**src/rtl/cpu_pkg.sv**
```systemverilog
// Shared CPU constants and types for the fetch path.
// Holds default widths, the fetch state encoding and the decoder done opcode.
package cpu_pkg;

  localparam int PC_W    = 10;
  localparam int INSTR_W = 9;

  typedef enum logic [1:0] {
    ST_IDLE = 2'd0,
    ST_FILL = 2'd1,
    ST_RUN  = 2'd2,
    ST_HALT = 2'd3
  } fetch_state_e;

  // Opcode the decoder recognises as program end.
  localparam logic [8:0] DONE_ENC = 9'b010000000;

endpackage

```
**src/rtl/fetch_unit.sv**
```systemverilog
// Instruction fetch sequencer: one-cycle-latency imem, one bubble per taken branch.
// Optional RUN-cycle counter enabled by defining FETCH_CYCLE_COUNT_EN.
module fetch_unit #(
  parameter int PC_W    = cpu_pkg::PC_W,
  parameter int INSTR_W = cpu_pkg::INSTR_W
) (
  input  logic               clk,
  input  logic               rst_n,
  input  logic               start,
  input  logic [PC_W-1:0]    start_addr,
  output logic [PC_W-1:0]    imem_addr,
  input  logic [INSTR_W-1:0] imem_data,
  output logic [INSTR_W-1:0] instr,
  output logic               instr_valid,
  output logic [PC_W-1:0]    pc,
  input  logic               branch_taken,
  input  logic [PC_W-1:0]    branch_target,
  input  logic               done_in,
  output logic               halted,
  output logic [15:0]        cycle_count
);

  import cpu_pkg::*;

  fetch_state_e    r_state;
  fetch_state_e    w_state_nxt;
  logic [PC_W-1:0] r_fetch_pc;
  logic [PC_W-1:0] w_fetch_pc_nxt;
  logic [PC_W-1:0] r_pc;
  logic [PC_W-1:0] w_pc_nxt;
  logic            w_live;
  logic            w_start_ok;

  assign w_live     = (r_state == ST_RUN);
  assign w_start_ok = start && ((r_state == ST_IDLE) || (r_state == ST_HALT));

  always_comb begin
    // NOTE: every output of this block gets a default first so no path can infer a latch.
    w_state_nxt    = r_state;
    w_fetch_pc_nxt = r_fetch_pc;
    w_pc_nxt       = r_pc;
    unique case (r_state)
      ST_IDLE, ST_HALT: begin
        if (w_start_ok) begin
          w_fetch_pc_nxt = start_addr;
          w_state_nxt    = ST_FILL;
        end
      end
      ST_FILL: begin
        w_fetch_pc_nxt = r_fetch_pc + PC_W'(1);
        w_pc_nxt       = r_fetch_pc;
        w_state_nxt    = ST_RUN;
      end
      ST_RUN: begin
        // done wins over a same-cycle branch and freezes the fetch address.
        if (done_in) begin
          w_state_nxt = ST_HALT;
        end else begin
          w_pc_nxt = r_fetch_pc;
          if (branch_taken) begin
            w_fetch_pc_nxt = branch_target;
            w_state_nxt    = ST_FILL;
          end else begin
            w_fetch_pc_nxt = r_fetch_pc + PC_W'(1);
          end
        end
      end
      default: w_state_nxt = ST_IDLE;
    endcase
  end

  // NOTE: state registers use non-blocking assignments so every flop samples pre-edge values.
  always_ff @(posedge clk or negedge rst_n) begin
    if (!rst_n) begin
      r_state    <= ST_IDLE;
      r_fetch_pc <= '0;
      r_pc       <= '0;
    end else begin
      r_state    <= w_state_nxt;
      r_fetch_pc <= w_fetch_pc_nxt;
      r_pc       <= w_pc_nxt;
    end
  end

  assign imem_addr   = r_fetch_pc;
  assign instr_valid = w_live;
  assign instr       = w_live ? imem_data : '0;
  assign pc          = r_pc;
  assign halted      = (r_state == ST_HALT);

`ifdef FETCH_CYCLE_COUNT_EN
  logic [15:0] r_cycle_count;

  always_ff @(posedge clk or negedge rst_n) begin
    if (!rst_n) begin
      r_cycle_count <= '0;
    end else if (w_start_ok) begin
      r_cycle_count <= '0;
    end else if (w_live && (r_cycle_count != 16'hFFFF)) begin
      r_cycle_count <= r_cycle_count + 16'd1;
    end
  end

  assign cycle_count = r_cycle_count;
`else
  assign cycle_count = '0;
`endif

endmodule

```
**config.mk**
```make
export PLATFORM = sky130hd
export DESIGN_NAME = fetch_unit
export DESIGN_NICKNAME = d
export VERILOG_FILES = /design/src/rtl/cpu_pkg.sv /design/src/rtl/fetch_unit.sv
export SDC_FILE = /design/constraint.sdc
export NUM_CORES = 1
export LEC_CHECK = 0
export ABC_AREA = 1
export BUFFER_PORTS_ARGS = -buffer_cell sky130_fd_sc_hd__clkbuf_2
export CAP_MARGIN = 25
export CELL_PAD_IN_SITES_DETAIL_PLACEMENT = 1
export CELL_PAD_IN_SITES_GLOBAL_PLACEMENT = 1
export CORE_MARGIN = 3
export CORE_UTILIZATION = 33
export DETAILED_ROUTE_END_ITERATION = 8
export GPL_TIMING_DRIVEN = 0
export PLACE_DENSITY = 0.94
export SYNTH_ARGS = -nofsm -noshare
export SYNTH_HDL_FRONTEND = slang
export SYNTH_SLANG_ARGS = --single-unit
```
**constraint.sdc**
```tcl
create_clock -name clk -period 2.7 [get_ports clk]
set_clock_uncertainty 0.05 [all_clocks]
set_input_delay 0.405 -clock clk [delete_from_list [all_inputs] [get_ports clk]]
set_output_delay 0.405 -clock clk [all_outputs]
set_load 0.02 [all_outputs]
```
---- Yosys cells after proc, flatten, opt, wreduce, memory -nomap -nowiden ----
Cells that the tools add are included.
operators by class
  equality and inequality tests ........... 6
  multiply operators ...................... 0
  shift operators ......................... 0
  bitwise operators ....................... 0
  mux-type cells .......................... 11
  add/sub/neg operators ................... 1
  divide/modulo/power cells ............... 0
  $lt $le $gt $ge ......................... 0
  reduce and logical (&&, ||, !) cells .... 8
operators with widths
  operator                                       count
  2-to-1 mux 10 bit                              4
  one-hot mux 10 bit (3 select lines)            1
  one-hot mux 10 bit (2 select lines)            1
  adder 10 x 1 -> 10 bit, second input constant  1
  2-to-1 mux 9 bit                               1
  2-to-1 mux 2 bit                               3
  one-hot mux 2 bit (3 select lines)             1
  AND reduction 2 bit                            3
  == test 2 bit, second input constant           2
  inequality test 2 bit, second input constant   2
  inequality test 3 bit, second input constant   1
  == test 2 x 1 -> 1 bit, second input constant  1
  zero test 2 bit                                1
  nonzero test 2 bit                             1
  OR reduction 2 bit                             1
  logical AND 1 bit                              1
  logical OR 1 bit                               1
storage, ports and cells
  input bits .............................. 34
  bits in registers ....................... 22
  logic and storage cells ................. 29
  bits in latches ......................... 0
  RAM bits ................................ 0
  memories kept ........................... 0
  output and inout port bits .............. 47
  bits in read-only memories .............. 0

---- Depth between registers and ports, before layout ----
  word-level depth ........................ 5
  mapped depth ............................ 9
  depth with buffers taken out ............ 9

---- Worst setup path after synthesis ----
OpenSTA, ideal clock, no wires.
  kind .................................... register -> output
  from .................................... register r_state[0]
  to ...................................... output port instr[0]
  setup slack ............................. 877 ps
  stages on the path, launching flop included .. 7
  data arrival time ....................... 1,368 ps
  cell sequence ........................... dfrtp_1 -> inv_1 -> ha_1 -> buf_4 -> buf_4 -> nand2_1 -> inv_1
between the ends
  word-level cells in the longest chain between the ends .. 2
RTL lines
  item                    RTL line          RTL
  from (decl)             fetch_unit.sv:25  fetch_state_e r_state;
  from (signal assigned)  fetch_unit.sv:79  r_state <= w_state_nxt;
  == test 2 bit           fetch_unit.sv:34  assign w_live = (r_state == ST_RUN);
  net instr_valid         fetch_unit.sv:14  output logic instr_valid,
  2-to-1 mux 9 bit        fetch_unit.sv:87  assign instr = w_live ? imem_data : '0;
  to (decl)               fetch_unit.sv:13  output logic [INSTR_W-1:0] instr,
The timed path passes the listed nets, and every way through them passes these cells.

---- Worst setup path in the final report ----
  from .................................... register r_state[0]
  to ...................................... output port instr[2]
between the ends
  word-level cells in the longest chain between the ends .. 2
RTL lines
  item              RTL line
  == test 2 bit     fetch_unit.sv:34
  2-to-1 mux 9 bit  fetch_unit.sv:87
Every way passes these cells.

==> metrics.csv <==
metric;value;unit
die_y;75.1;um
ys_types;28;
pin_count;81;
cts-htree-levels;1;
fmax;0.454;GHz
rows;24;
dr.first_iter.drc_count;68;
cts_tree;yes;
cts_buffers;3;
grt_pass1_wl;8070;um
rsz0062_at_grt;no;
leakage;1.24;nW
antenna_found_initial;0;
critical_path_required;2250;ps
yosysSeqAreaShare;34.9;%
final-max-slew-violation-count;0;
grt_max_degree;23;
reg2reg_to;imem_addr[5];
ir_drop;0.000484;V
grt_usage;18.5;%
fin_crit;2200;ps
hold_ws;56.9;ps
cp-end-kind;output pin;
first_global_vias;1761;
initial_core_util;35.2;%
overflow;0;
instances_no_fill;355;
cpPeakStageDelay;440;ps
synth_cells;221;
clock-sinks;22;
path_class;register to output pin;
syn_to_final_growth;32.2;%
place_ws;786;ps
nets;343;
routed_wl;4820;um
drive_above_1_share;33.0;%
clk_pin_slew;80;ps
rr_worst_depth;7;
slew_headroom;63.0;%
final_area;2080;sq um
core;4470;sq um
io_buffers;63;
syn_area_per_cell;7.13;sq um
startpoint_type;register;
vias;1703;
arrival;1750;ps
diodes;0;
dp.cells;351;
finalHoldViolations;0;
p_per_area;1250;nW/um^2
final_common_cell;clkbuf_2;
drt_first_pass_iters;4;
dpl_cell_area;2010;sq um
cts_resized;0;
die_area;5640;sq um
ctsHoldBuffers;0;
rr_startpoint;r_state[0];
r2r_slack;850;ps
netlist_area;1580;sq um
hpwl;3930;um
wl_per_cell;13.6;um
viasPerCell;4.80;
worstMarginPinSlew;555;ps
synth.ff_latch_count;22;
max-cap-violations;0;
hold_path.class;input pin to asynchronous set/reset pin;
crit_chain;inv_1 -> ha_1 -> buf_4 -> buf_4 -> nand2_1 -> inv_1 -> clkbuf_2;
finalCritPeriodShare;81.5;%
layout_common_cells;clkbuf_2, nand2_1, inv_1;
path_max_fanout;10;
setup_viol;0;
slowest_stage;dfrtp_1;
cts_root_buf;clkbuf_8;
tns;0;ps
postRouteAntennaNets;0;
synth_warnings;0;
globalplace.congestion;0.816;
insertion_delay;270;ps
ctsLongestPathBuffers;2;
die_w;75.1;um
drc_errors;0;
status;complete, no violations;
cts_setup_buffers;0;
worst_slack;499;ps
[worst max-delay path by stage]
stage / from / to / slack [ps] / cells past startpoint
after CTS: r_state[0] / instr[2] / 470 / 7
final: r_state[0] / instr[2] / 500 / 7
after global placement: r_state[0] / instr[8] / 840 / 7
after detailed placement: r_state[0] / instr[2] / 790 / 7
after floorplan: r_state[0] / instr[0] / 880 / 6
after global routing: r_state[0] / instr[1] / 360 / 7
[cells by family after synthesis]
| group | after synthesis | share of synthesized area (%) |
|---|---|---|
| simple gates | 112 | 32.5 |
| mux | 1 | 0.714 |
| flops | 22 | 34.9 |
| compound gates | 29 | 10.5 |
| fa+ha+maj | 5 | 3.97 |
| buf+inv | 51 | 17.2 |
| other cells | 1 | 0.238 |
[worst max-delay path, delay by kind of cell, from the launching register on]
kind	cells	cell delay, ps
buffers and inverters	5	700
DFF	1	440
adders and majority gates	1	270
and+or+nand+nor	1	60
[Yosys cell counts]
cell type,instances,share of area (%)
nand2_1,60,14
inv_1,27,6.4
nand3_1,26,8.3
dfrtp_1,22,35
buf_4,20,9.5
o21ai_0,19,6.0
nor2_1,14,3.3
ha_1,5,4.0
o211ai_1,4,1.9
nand2_2,3,1.2
nand4_1,3,1.2
o21ai_2,2,1.1
a21oi_1,1,0.32
a31oi_1,1,0.40
buf_1,1,0.24
buf_2,1,0.32
clkbuf_4,1,0.48
conb_1,1,0.24
inv_2,1,0.24
mux2_1,1,0.71
nand3_2,1,0.63
nand3_4,1,1.1
nor2_2,1,0.40
nor2_8,1,1.3
o21ai_1,1,0.32
o22ai_1,1,0.40
or2_0,1,0.40
or2_2,1,0.40
[power by group]
part / leakage [nW] / total (W) / internal, W / switching (W)
combinational: 0.936 / 0.00161 / 0.000541 / 0.00107
sequential: 0.271 / 0.000697 / 0.000504 / 0.000193
clock: 0.0357 / 0.000310 / 0.000198 / 0.000112
[flip-flops by register name, indices dropped and copies added (netlist names)]
signal and count:
imem_addr 10, pc 10, r_state 2
[final cells by class]
type | count | area (sq um)
inverters | 28 | 105
repair buffers | 63 | 315
clock buffers | 3 | 41.3
fillers | 615 | 2390
flip-flops and latches | 22 | 551
multi-input cells | 163 | 811
plain buffers | 23 | 166
clock inverters | 1 | 30.0
well taps | 52 | 65.1
[layer usage]
metal  up-vias  part of all wire, %  wire [um]  GRT usage, %
met5         -                    0          0             0
met4         0                  1.1         54          4.15
met3         7                  6.4        307          3.60
met2        64                   51       2470          33.8
met1       791                   41       1990          22.3
li1        841                    -          -             -
[metrics by stage]
stage | total power [W] | utilization, %
floorplan | 0.00179 | -
global placement | 0.00222 | 45.0
detailed placement | 0.00232 | 45.0
CTS | 0.00266 | 46.6
global route | 0.00288 | 46.6
finish | 0.00261 | 46.6
Note: power is estimated with default switching activity, not from simulation.
